## src/rtl/uart_pkg.sv

```systemverilog
`timescale 1ns/1ps
// Shared types and helpers for the UART transmit path.
package uart_pkg;

  localparam int UART_DATA_BITS = 8;

  typedef enum logic [1:0] {
    IDLE  = 2'd0,
    START = 2'd1,
    DATA  = 2'd2,
    STOP  = 2'd3
  } tx_state_t;

  // The PISO shifts MSB first while the line wants LSB first, so the byte
  // handed to the PISO is mirrored.
  function automatic logic [UART_DATA_BITS-1:0] bit_reverse8(input logic [UART_DATA_BITS-1:0] value);
    logic [UART_DATA_BITS-1:0] result;
    result = '0;
    for (int i = 0; i < UART_DATA_BITS; i++) begin
      result[i] = value[UART_DATA_BITS-1-i];
    end
    return result;
  endfunction

endpackage

```

## src/rtl/uart_baud_cnt.sv

```systemverilog
`timescale 1ns/1ps
// Bit-period timer: counts clock cycles within one serial bit and flags the
// final cycle so the controller can advance to the next bit.
module uart_baud_cnt #(
  parameter int CLKS_PER_BIT = 16
) (
  input  logic clk,
  input  logic reset,
  input  logic clr,
  output logic bit_done
);

  localparam int CNT_W = (CLKS_PER_BIT > 1) ? $clog2(CLKS_PER_BIT) : 1;
  localparam logic [CNT_W-1:0] LAST_CNT = CNT_W'(CLKS_PER_BIT - 1);

  logic [CNT_W-1:0] cnt_q;
  logic [CNT_W-1:0] cnt_d;

  assign bit_done = ~clr & (cnt_q == LAST_CNT);

  // Hold at zero while cleared, otherwise count up and wrap at the bit boundary.
  always_comb begin
    cnt_d = cnt_q + 1'b1;
    if (clr || bit_done) begin
      cnt_d = '0;
    end
  end

  // Counter register with asynchronous reset.
  always_ff @(posedge clk or posedge reset) begin
    if (reset) begin
      cnt_q <= '0;
    end else begin
      cnt_q <= cnt_d;
    end
  end

endmodule

```

## src/rtl/uart_tx_ctrl.sv

```systemverilog
`timescale 1ns/1ps
// UART 8N1 transmit controller that drives an external MSB-first PISO and
// frames its serial output with start and stop bits.
module uart_tx_ctrl
  import uart_pkg::*;
#(
  parameter int CLKS_PER_BIT = 16,
  parameter int DATA_BITS    = UART_DATA_BITS
) (
  input  logic       clk,
  input  logic       reset,
  input  logic [7:0] tx_data,
  input  logic       tx_valid,
  output logic       tx_ready,
  output logic [7:0] piso_data,
  output logic       piso_load,
  output logic       piso_shift,
  input  logic       piso_out,
  output logic       tx_serial,
  output logic       busy
);

  localparam logic [2:0] LAST_BIT = 3'(DATA_BITS - 1);

  tx_state_t  state_q;
  logic [2:0] bit_cnt_q;
  logic [7:0] piso_data_q;
  logic       piso_load_q;
  logic       baud_clr;
  logic       bit_done;

  // The bit timer idles at zero so a new frame always starts on a full bit.
  assign baud_clr = (state_q == IDLE);

  uart_baud_cnt #(
    .CLKS_PER_BIT(CLKS_PER_BIT)
  ) u_baud_cnt (
    .clk     (clk),
    .reset   (reset),
    .clr     (baud_clr),
    .bit_done(bit_done)
  );

  // Frame sequencer: accepts a byte in IDLE, then walks START, eight DATA bits and STOP.
  always_ff @(posedge clk or posedge reset) begin
    if (reset) begin
      state_q     <= IDLE;
      bit_cnt_q   <= '0;
      piso_data_q <= '0;
      piso_load_q <= 1'b0;
    end else begin
      piso_load_q <= 1'b0;
      unique case (state_q)
        IDLE: begin
          if (tx_valid) begin
            piso_data_q <= bit_reverse8(tx_data);
            piso_load_q <= 1'b1;
            bit_cnt_q   <= '0;
            state_q     <= START;
          end
        end
        START: begin
          if (bit_done) begin
            state_q <= DATA;
          end
        end
        DATA: begin
          if (bit_done) begin
            if (bit_cnt_q == LAST_BIT) begin
              bit_cnt_q <= '0;
              state_q   <= STOP;
            end else begin
              bit_cnt_q <= bit_cnt_q + 3'd1;
            end
          end
        end
        STOP: begin
          if (bit_done) begin
            state_q <= IDLE;
          end
        end
        default: begin
          state_q <= IDLE;
        end
      endcase
    end
  end

  // Line mux: low for the start bit, PISO output for data, high otherwise.
  always_comb begin
    tx_serial = 1'b1;
    unique case (state_q)
      START:   tx_serial = 1'b0;
      DATA:    tx_serial = piso_out;
      default: tx_serial = 1'b1;
    endcase
  end

  assign tx_ready   = (state_q == IDLE);
  assign busy       = (state_q != IDLE);
  assign piso_data  = piso_data_q;
  assign piso_load  = piso_load_q;
  assign piso_shift = (state_q == DATA) && bit_done && (bit_cnt_q != LAST_BIT);

endmodule

```

## config.mk

```make
export PLATFORM = sky130hd
export DESIGN_NAME = uart_tx_ctrl
export DESIGN_NICKNAME = d
export VERILOG_FILES = /design/src/rtl/uart_pkg.sv /design/src/rtl/uart_baud_cnt.sv /design/src/rtl/uart_tx_ctrl.sv
export SDC_FILE = /design/constraint.sdc
export NUM_CORES = 1
export LEC_CHECK = 0
export CELL_PAD_IN_SITES_DETAIL_PLACEMENT = 0
export CELL_PAD_IN_SITES_GLOBAL_PLACEMENT = 1
export CORE_ASPECT_RATIO = 0.9
export CORE_MARGIN = 2
export CORE_UTILIZATION = 38
export CTS_CLUSTER_DIAMETER = 80
export DETAILED_ROUTE_END_ITERATION = 8
export PLACE_DENSITY = 0.88
export SYNTH_ARGS = -nofsm -noshare
export SYNTH_HDL_FRONTEND = slang
export SYNTH_HIERARCHICAL = 1
export SYNTH_SLANG_ARGS = --single-unit
```

## constraint.sdc

```tcl
create_clock -name clk -period 5.5 [get_ports clk]
set_input_delay 0.825 -clock clk [delete_from_list [all_inputs] [get_ports clk]]
set_output_delay 0.825 -clock clk [all_outputs]
set_load 0.01 [all_outputs]
```

==> results of run 1 <==
[state kept, by name, summed over array words and instances (netlist names)]
| name | flops |
|---|---|
| u_baud_cnt/cnt_q | 4 |
| bit_cnt_q | 3 |
| state_q | 2 |
| piso_load | 1 |
| piso_data | 8 |
[cell usage in the layout, fill, tap and decap left out, drive strengths merged, types with 2 or more instances in the layout]
cell,n
clkdlybuf4s50,24
dfrtp,18
mux2,9
ha,7
inv,7
nor2b,4
nor2,4
clkbuf,4
nand2b,3
a31oi,3
o2bb2ai,2
nor3,2
[critical path: cells and delay by family, from the launching register on]
kind                     cells  cell delay, ns
adder cells (fa/ha/maj)      1            0.33
buffers and inverters        2            0.62
flip-flops                   1            0.41
AND/OR/NAND/NOR              3            0.77
[metrics by stage]
stage / util [%] / setup slack (ns)
2_1_floorplan: - / 3.287
3_3_place_gp: 52.78 / 2.712
3_5_place_dp: 52.78 / 2.624
4_1_cts: 54.46 / 2.279
5_1_grt: 54.46 / 2.075
6_report: 54.46 / 2.247
[cells by family after synthesis]
kind of cell,synth area share [%]
buffers and inverters,3.030
DFF,51.95
muxes,12.12
AOI/OAI and AO/OA,11.69
adders and majority gates,10.10
and+or+nand+nor,10.10
xor gates and xnor gates,1.010
[path summary, 6_finish.rpt]
| check | startpoint | slack (ns) | end | cells past startpoint |
|---|---|---|---|---|
| max reg2reg | state_q[0]$_DFFE_PP0P_ | 3.44 | state_q[1]$_DFFE_PP0P_ | 5 |
| max in group asynchronous | reset | 4.22 | piso_data[4]$_DFFE_PP0P_ | 2 |
| min | u_baud_cnt/cnt_q[3]$_DFF_PP0_ | 0.51 | u_baud_cnt/cnt_q[3]$_DFF_PP0_ | 1 |
| min in group asynchronous | reset | 0.72 | u_baud_cnt/cnt_q[3]$_DFF_PP0_ | 2 |
| min reg2reg | u_baud_cnt/cnt_q[3]$_DFF_PP0_ | 0.51 | u_baud_cnt/cnt_q[3]$_DFF_PP0_ | 1 |
| max | state_q[0]$_DFFE_PP0P_ | 2.25 | piso_shift | 6 |
[area by class of cell]
class / count / area [sq um]
Clock buffer: 4 / 36.28
Fill cell: 191 / 984.7
Inverter: 7 / 26.28
Multi-Input combinational cell: 46 / 390.4
Sequential cell: 18 / 450.4
Tap cell: 27 / 33.78
Timing Repair Buffer: 24 / 240.2
[synthesized netlist by cell type]
| master | n | area [sq um] |
|---|---|---|
| nor2_1 | 4 | 15.01 |
| mux2_2 | 8 | 90.09 |
| a22o_1 | 1 | 8.760 |
| o21ai_0 | 1 | 5.000 |
| nand2_1 | 1 | 3.750 |
| inv_2 | 1 | 3.750 |
| xnor2_1 | 1 | 8.760 |
| o2bb2ai_1 | 2 | 17.52 |
| a31oi_1 | 3 | 18.77 |
| and3_2 | 1 | 7.510 |
| ha_1 | 7 | 87.58 |
| o221a_2 | 1 | 11.26 |
| a311oi_1 | 1 | 8.760 |
| nor3_1 | 2 | 10.01 |
| inv_1 | 6 | 22.52 |
| dfrtp_1 | 18 | 450.4 |
| nand2b_1 | 3 | 18.77 |
| nor2b_1 | 4 | 25.02 |
| o31ai_1 | 1 | 7.510 |
| o32a_2 | 1 | 11.26 |
| a21oi_1 | 1 | 5.000 |
| nor3b_1 | 1 | 7.510 |
| mux2_4 | 1 | 15.01 |
| a21o_1 | 1 | 7.510 |
[routing by layer]
layer  vias to the layer above  routed length (um)  track usage (%)
met3                         4                  93            3.681
met5                         -                   0                0
li1                        308                   -                -
met4                         0                  40            7.500
met2                        20                 779            23.29
met1                       306                 742            16.90
[where the power goes]
group | internal (mW) | total (mW) | switching [mW]
clock | 0.0404 | 0.0820 | 0.0416
sequential | 0.188 | 0.224 | 0.0363
combinational | 0.178 | 0.308 | 0.130
==> impl_metrics.toml, run 1 <==
[status]
status = "finished clean"

[sta]
whs_ns = 0.5055
setup_violations = 0
rsz0062_at_grt = "false"
slew_viol_final = 0
tightest_slew_ns = 0.5753
fin_crit_sh_pct = 59.15
hold_viol_final = 0
finalClockSkew_ns = 0.001380
relSlewSlack_pct = 61.61
fmax_mhz = 307.4
timing.setup.tns_ns = 0
period_minus_slack_ns = 3.253

[synth]
ys_ff_latch = 18
syn-cell-area_sq_um = 867.1
seq_area_frac_synth_pct = 51.95
synth_nets = 90
ys_types = 24
yosysWarnings = 6
syn_inst = 71
synth_area_per_cell_sq_um = 12.21

[layout]
area_growth_pct = 35.79
num_antenna_cells = 0
stdcell_area_sq_mm = 0.001177
drive_gt1_share_pct = 17.17
fin_cells = 126
nets = 119

[setup_path]
path_cells = "inv_1, ha_1, nor2b_1, nand2b_1, nor2_1, clkdlybuf4s50_1"
crit_fanout = 12
crit_arrival_ns = 2.43
critPathKind = "reg2out"
cpPeakStageDelay_ns = 0.53
cp-end-kind = "output pin"
start_kind = "flop"
critPathRequiredTime_ns = 4.68
critPathSlowestCell = "clkdlybuf4s50_1"

[placed_design]
gp_congestion = 0.6810
placed_cell_area_sq_mm = 0.001141
dp_cells = 122
portBuffers = 24
dpl.hpwl_mm = 1.235

[floorplan]
io_pins = 25
dieArea_sq_mm = 0.002680
rows = 16
dieWidth_um = 54.35
die_h_um = 49.32
core_area_sq_mm = 0.002162
initial_utilization_pct = 40.10

[flow_run]
drv_cap = 0

[clocking]
cts_hold_buf = 0
cts_buffers = 3
cts_tree = "yes"
post-cts-setup-buffer-count = 0
clk_pin_slew_ns = 0.10
clkLatencyLatePin_ns = 0.29
cts_htree_levels = 1
clock-sinks = 18
cts_resized = 0
clk_path_buf_depth = 2
cts-root-buf = "clkbuf_4"

[pwr]
p_per_area_mw_per_mm2 = 521.3
leakage_nw = 0.5429
ir_drop_mv = 0.2856
total_power_mw = 0.6137

[route]
vias = 638
dr.pass1.iters = 2
final_antenna_net_count = 0
drt_first_iter_violations = 7
drc = 0
avgRoutedWirePerCell_um = 13.13
routed_via_density = 5.063
wl_mm = 1.655

[hold_path]
hold_path.class = "reg2reg"

[global_route]
grt_pass1_vias = 638
grt_pass1_wl_mm = 2.766
antenna_found_initial = 0
grt_max_degree = 15
grt_overflow = 0
grt_usage_pct = 14.36
Power figures use the tool's default switching activity.
==> run 2: changes to the inputs <==
--- a/config.mk
+++ b/config.mk
@@ -9,10 +9,10 @@
 export CELL_PAD_IN_SITES_GLOBAL_PLACEMENT = 1
 export CORE_ASPECT_RATIO = 0.9
 export CORE_MARGIN = 2
-export CORE_UTILIZATION = 38
+export CORE_UTILIZATION = 32
 export CTS_CLUSTER_DIAMETER = 80
 export DETAILED_ROUTE_END_ITERATION = 8
-export PLACE_DENSITY = 0.88
+export PLACE_DENSITY = 0.8
 export SYNTH_ARGS = -nofsm -noshare
 export SYNTH_HDL_FRONTEND = slang
 export SYNTH_HIERARCHICAL = 1
==> constraint.sdc (replaced) <==
create_clock -name clk -period 2.85 [get_ports clk]
set_input_delay 0.4275 -clock clk [delete_from_list [all_inputs] [get_ports clk]]
set_output_delay 0.4275 -clock clk [all_outputs]
set_load 0.01 [all_outputs]
==> impl_metrics.toml, run 2 (synthesis results as in run 1) <==
[status]
status = "finished with violations"
violations = "DRC"

[layout]
seqCellArea_sq_um = 450.4
stdcell_area_sq_mm = 0.001175
multi_input_area_sq_um = 392.9
num_antenna_cells = 0
nets = 120
drive_gt1_share_pct = 18.18
final_common_cell = "clkdlybuf4s50_1"
final_cell_mix = "clkdlybuf4s50_1, dfrtp_1, mux2_2"
largest_reg_flops = 8
area_growth_pct = 35.50
num-fill-cells = 245
final_util_pct = 46.81
fin_cells = 127

[global_route]
grt_overflow = 0
grt_usage_pct = 13.53
grt_max_degree = 15
grt_pass1_vias = 685
antenna_found_initial = 0
grt_pass1_wl_mm = 3.139

[setup_path]
crit_end = "piso_shift"
r2r_end = "state_q[1]$_DFFE_PP0P_"
crit_arrival_ns = 2.19
ff2ff_path_depth = 5
cp-end-kind = "output pin"
critPathRequiredTime_ns = 2.42
r2r_slack_ns = 1.02
path_cells = "ha_1, and3_2, nor2b_2, nand2b_1, nor2_1, clkdlybuf4s50_1"
crit_fanout = 8
critPathKind = "reg2out"
path_buf_inv = 1
critPathSlowestCell = "clkdlybuf4s50_1"
start_kind = "flop"
crit_family = "simple AND/OR/NAND/NOR gates"
cpPeakStageDelay_ns = 0.54
reg2reg_from = "u_baud_cnt/cnt_q[0]$_DFF_PP0_"
crit_start = "u_baud_cnt/cnt_q[0]$_DFF_PP0_"
cp_num_cells = 6

[placed_design]
dpl.hpwl_mm = 1.328
dp_cells = 124
gp_congestion = 0.8113
portBuffers = 24
placed_cell_area_sq_mm = 0.001150

[sta]
hold_viol_final = 0
period_minus_slack_ns = 2.619
fmax_mhz = 381.9
rsz0062_at_grt = "false"
tightest_slew_ns = 0.5518
fin_crit_sh_pct = 91.88
finalClockSkew_ns = 0.0005330
relSlewSlack_pct = 63.17
slew_viol_final = 0
timing.setup.tns_ns = 0
setup_violations = 0

[pwr]
ir_drop_mv = 0.3755
total_power_mw = 1.164
clkPwrFrac_pct = 10.6
p_per_area_mw_per_mm2 = 990.8
internal_power_mw = 0.7642
p_sw_share_pct = 34.35
leakage_nw = 0.5407
combPwrFrac_pct = 52.3
power.share.sequential_pct = 37.2
p_sw_mw = 0.3999

[floorplan]
dieWidth_um = 58.87
initial_utilization_pct = 34.55
core_area_sq_mm = 0.002510
dieArea_sq_mm = 0.003142
io_pins = 25
rows = 17
die_h_um = 53.38

[flow_run]
drv_cap = 0

[route]
wl_met3_um = 108
avgRoutedWirePerCell_um = 13.61
vias = 644
wl_mm = 1.729
drc = 1
routed_via_density = 5.071
met1_length_um = 787
dr.pass1.iters = 6
drt_first_iter_violations = 27
wl_met2_um = 822
final_antenna_net_count = 0
topRoutingLayerUsed = "met4"

[clocking]
cts_tree = "yes"
clk_pin_slew_ns = 0.10
clock-sinks = 18
cts-root-buf = "clkbuf_4"
cts_htree_levels = 1
clkLatencyLatePin_ns = 0.28
clk_path_buf_depth = 2
cts_buffers = 3

[hold_path]
hold_path.class = "in2async"
-- run 2: layer usage --
metal / global-route usage (%) / vias to the layer above
li1: - / 309
met1: 16.34 / 313
met2: 22.22 / 20
met3: 5.623 / 2
met4: 3.409 / 0
met5: 0 / -
-- run 2: power by group through the flow --
stage               logic (mW)  clock network, mW  registers, mW
CTS                      0.618              0.132          0.434
global placement         0.599                  0          0.434
floorplan                0.320                  0          0.456
detailed placement       0.616                  0          0.436
global route             0.677              0.142          0.453
finish                   0.608              0.123          0.433
-- run 2: worst min path at each step --
stage                                             start                             to  slack, ns  cells after the start
after floorplan                                   reset  u_baud_cnt/cnt_q[0]$_DFF_PP0_       0.19                      1
after global placement    u_baud_cnt/cnt_q[0]$_DFF_PP0_  u_baud_cnt/cnt_q[0]$_DFF_PP0_       0.47                      1
after detailed placement  u_baud_cnt/cnt_q[0]$_DFF_PP0_  u_baud_cnt/cnt_q[0]$_DFF_PP0_       0.49                      1
after CTS                                         reset  u_baud_cnt/cnt_q[0]$_DFF_PP0_       0.33                      2
after global routing                              reset  u_baud_cnt/cnt_q[1]$_DFF_PP0_       0.33                      2
final                                             reset  u_baud_cnt/cnt_q[1]$_DFF_PP0_       0.34                      2
-- run 2: worst register-to-register path: cells and delay by family (launching register included) --
family,cells,cell delay (ns)
mux,1,0.29
fa+ha+maj,1,0.22
simple gates,2,0.52
flops,1,0.40
compound gates,1,0.28
-- run 2: timing repair --
action	CTS	global route
setup buffers	0	0
endpoints found under the setup margin	0	1
gates resized for setup	0	1
hold buffers	0	0
-- run 2: final cells by class --
cell class	count	area share (%)
inverter	7	2.236
timing repair buffer	25	21.09
sequential	18	38.34
multi-input combinational	46	33.44
clock buffer	3	1.917
tap	28	2.982
-- run 2: stage by stage --
stage          setup slack (ns)  hold WS [ns]
2_1_floorplan             1.034        0.1936
5_1_grt                0.003126        0.3268
4_1_cts                 0.09257        0.3292
3_3_place_gp             0.5306        0.4713
3_5_place_dp             0.4287        0.4878
6_report                 0.2314        0.3361
==> run 3: changes to the inputs <==
--- a/config.mk
+++ b/config.mk
@@ -8,7 +8,6 @@
 export CELL_PAD_IN_SITES_DETAIL_PLACEMENT = 0
 export CELL_PAD_IN_SITES_GLOBAL_PLACEMENT = 1
 export CORE_ASPECT_RATIO = 0.9
-export CORE_MARGIN = 2
 export CORE_UTILIZATION = 32
 export CTS_CLUSTER_DIAMETER = 80
 export DETAILED_ROUTE_END_ITERATION = 8
==> impl_metrics.toml, run 3 (synthesis results as in run 1) <==
[sta]
setup_violations = 0
setup_slack_ns = 0.3026
timing.setup.tns_ns = 0
period_minus_slack_ns = 2.547
slew_viol_final = 0
tightest_slew_ns = 0.5397
rsz0062_at_grt = "false"
fmax_mhz = 392.5
finalClockSkew_ns = 0.005912
fin_crit_sh_pct = 89.38
relSlewSlack_pct = 63.98
hold_viol_final = 0

[layout]
num_antenna_cells = 0
fin_cells = 128
drive_gt1_share_pct = 18.00
final_common_cell = "clkdlybuf4s50_1"
final_cell_mix = "clkdlybuf4s50_1, dfrtp_1, mux2_2"
largest_reg_flops = 8
stdcell_area_sq_mm = 0.001186
nets = 120
area_growth_pct = 36.80

[floorplan]
core_area_sq_mm = 0.002510
die_h_um = 51.38
initial_utilization_pct = 34.55
io_pins = 25
dieArea_sq_mm = 0.002922
dieWidth_um = 56.87
rows = 17

[clocking]
cts-root-buf = "clkbuf_4"
clk_path_buf_depth = 2
cts_buffers = 3
cts_htree_levels = 1
clk_pin_slew_ns = 0.11
clock-sinks = 18
cts_tree = "yes"
clkLatencyLatePin_ns = 0.28
cts_hold_buf = 0
cts_resized = 0
post-cts-setup-buffer-count = 0

[placed_design]
dpl.hpwl_mm = 1.264
dp_cells = 124
gp_congestion = 0.7331
portBuffers = 24
placed_cell_area_sq_mm = 0.001150
place_ws_ns = 0.6158

[setup_path]
ff2ff_path_depth = 6
cp-end-kind = "output pin"
start_kind = "flop"
path_cells = "inv_1, ha_1, nor2b_1, buf_4, nand2b_1, nor2_1, clkdlybuf4s50_1"
cpPeakStageDelay_ns = 0.53
critPathRequiredTime_ns = 2.42
r2r_end = "state_q[1]$_DFFE_PP0P_"
reg2reg_from = "u_baud_cnt/cnt_q[0]$_DFF_PP0_"
crit_arrival_ns = 2.12
r2r_slack_ns = 0.95
crit_fanout = 12
critPathKind = "reg2out"
critPathSlowestCell = "clkdlybuf4s50_1"

[pwr]
leakage_nw = 0.5483
p_sw_mw = 0.4021
power.share.sequential_pct = 36.4
p_per_area_mw_per_mm2 = 1000
internal_power_mw = 0.7843
combPwrFrac_pct = 50.6
p_sw_share_pct = 33.89
ir_drop_mv = 0.4584
clkPwrFrac_pct = 13.0

[route]
avgRoutedWirePerCell_um = 12.56
final_antenna_net_count = 0
drc = 0
dr.pass1.iters = 4
wl_mm = 1.608
vias = 615
routed_via_density = 4.805
drt_first_iter_violations = 8

[hold_path]
hold_path.class = "in2async"

[global_route]
grt_pass1_wl_mm = 2.773
grt_usage_pct = 12.36
antenna_found_initial = 0
grt_overflow = 0
grt_pass1_vias = 636
grt_max_degree = 15

[status]
status = "finished clean"

[flow_run]
drv_cap = 0
## run 3: cell types whose count changed in the layout (fill, tap and decap cells not counted)
cell,before,now
clkbuf_8,0,1
nor2b_1,3,4
nor2b_2,1,0
## run 3: layer usage
metal | up-vias | share of wire (%) | GRT usage [%]
li1 | 309 | - | -
met1 | 288 | 49 | 16.11
met5 | - | 0 | 0
met4 | 0 | 0.50 | 2.439
met2 | 16 | 45 | 20.44
met3 | 2 | 5.2 | 3.797
## run 3: area by class of cell
class	count	area, sq um
Sequential cell	18	450.4
Timing Repair Buffer	25	247.7
Tap cell	28	35.03
Inverter	7	26.28
Clock buffer	4	36.28
Fill cell	232	1324
Multi-Input combinational cell	46	390.4
## run 3: how the worst max path moves through the flow
stage               slack, ns                           from         end
detailed placement       0.62         state_q[0]$_DFFE_PP0P_  piso_shift
global placement         0.69  u_baud_cnt/cnt_q[0]$_DFF_PP0_  piso_shift
CTS                      0.28         state_q[0]$_DFFE_PP0P_  piso_shift
finish                   0.30         state_q[0]$_DFFE_PP0P_  piso_shift
global route             0.16         state_q[0]$_DFFE_PP0P_  piso_shift
floorplan                1.03         state_q[0]$_DFFE_PP0P_  piso_shift
## run 3: metrics by stage
stage	hold slack [ns]	utilization [%]	power, mW
after floorplan	0.1936	-	0.7766
after detailed placement	0.4897	45.81	1.040
after global routing	0.3359	47.26	1.271
final	0.3333	47.26	1.186
after global placement	0.4780	45.81	1.028
after CTS	0.3298	47.26	1.202
## run 3: worst max-delay path, delay by kind of cell (launching register included)
family        cells  cell delay [ns]
fa+ha+maj         1             0.33
buf+inv           3             0.76
flops             1             0.42
simple gates      3             0.30
## run 3: power by group through the flow
stage	Sequential [mW]	Clock (mW)	Combinational, mW
floorplan	0.456	0	0.320
global placement	0.431	0	0.596
detailed placement	0.439	0	0.601
CTS	0.433	0.162	0.606
global route	0.447	0.170	0.654
finish	0.432	0.154	0.600
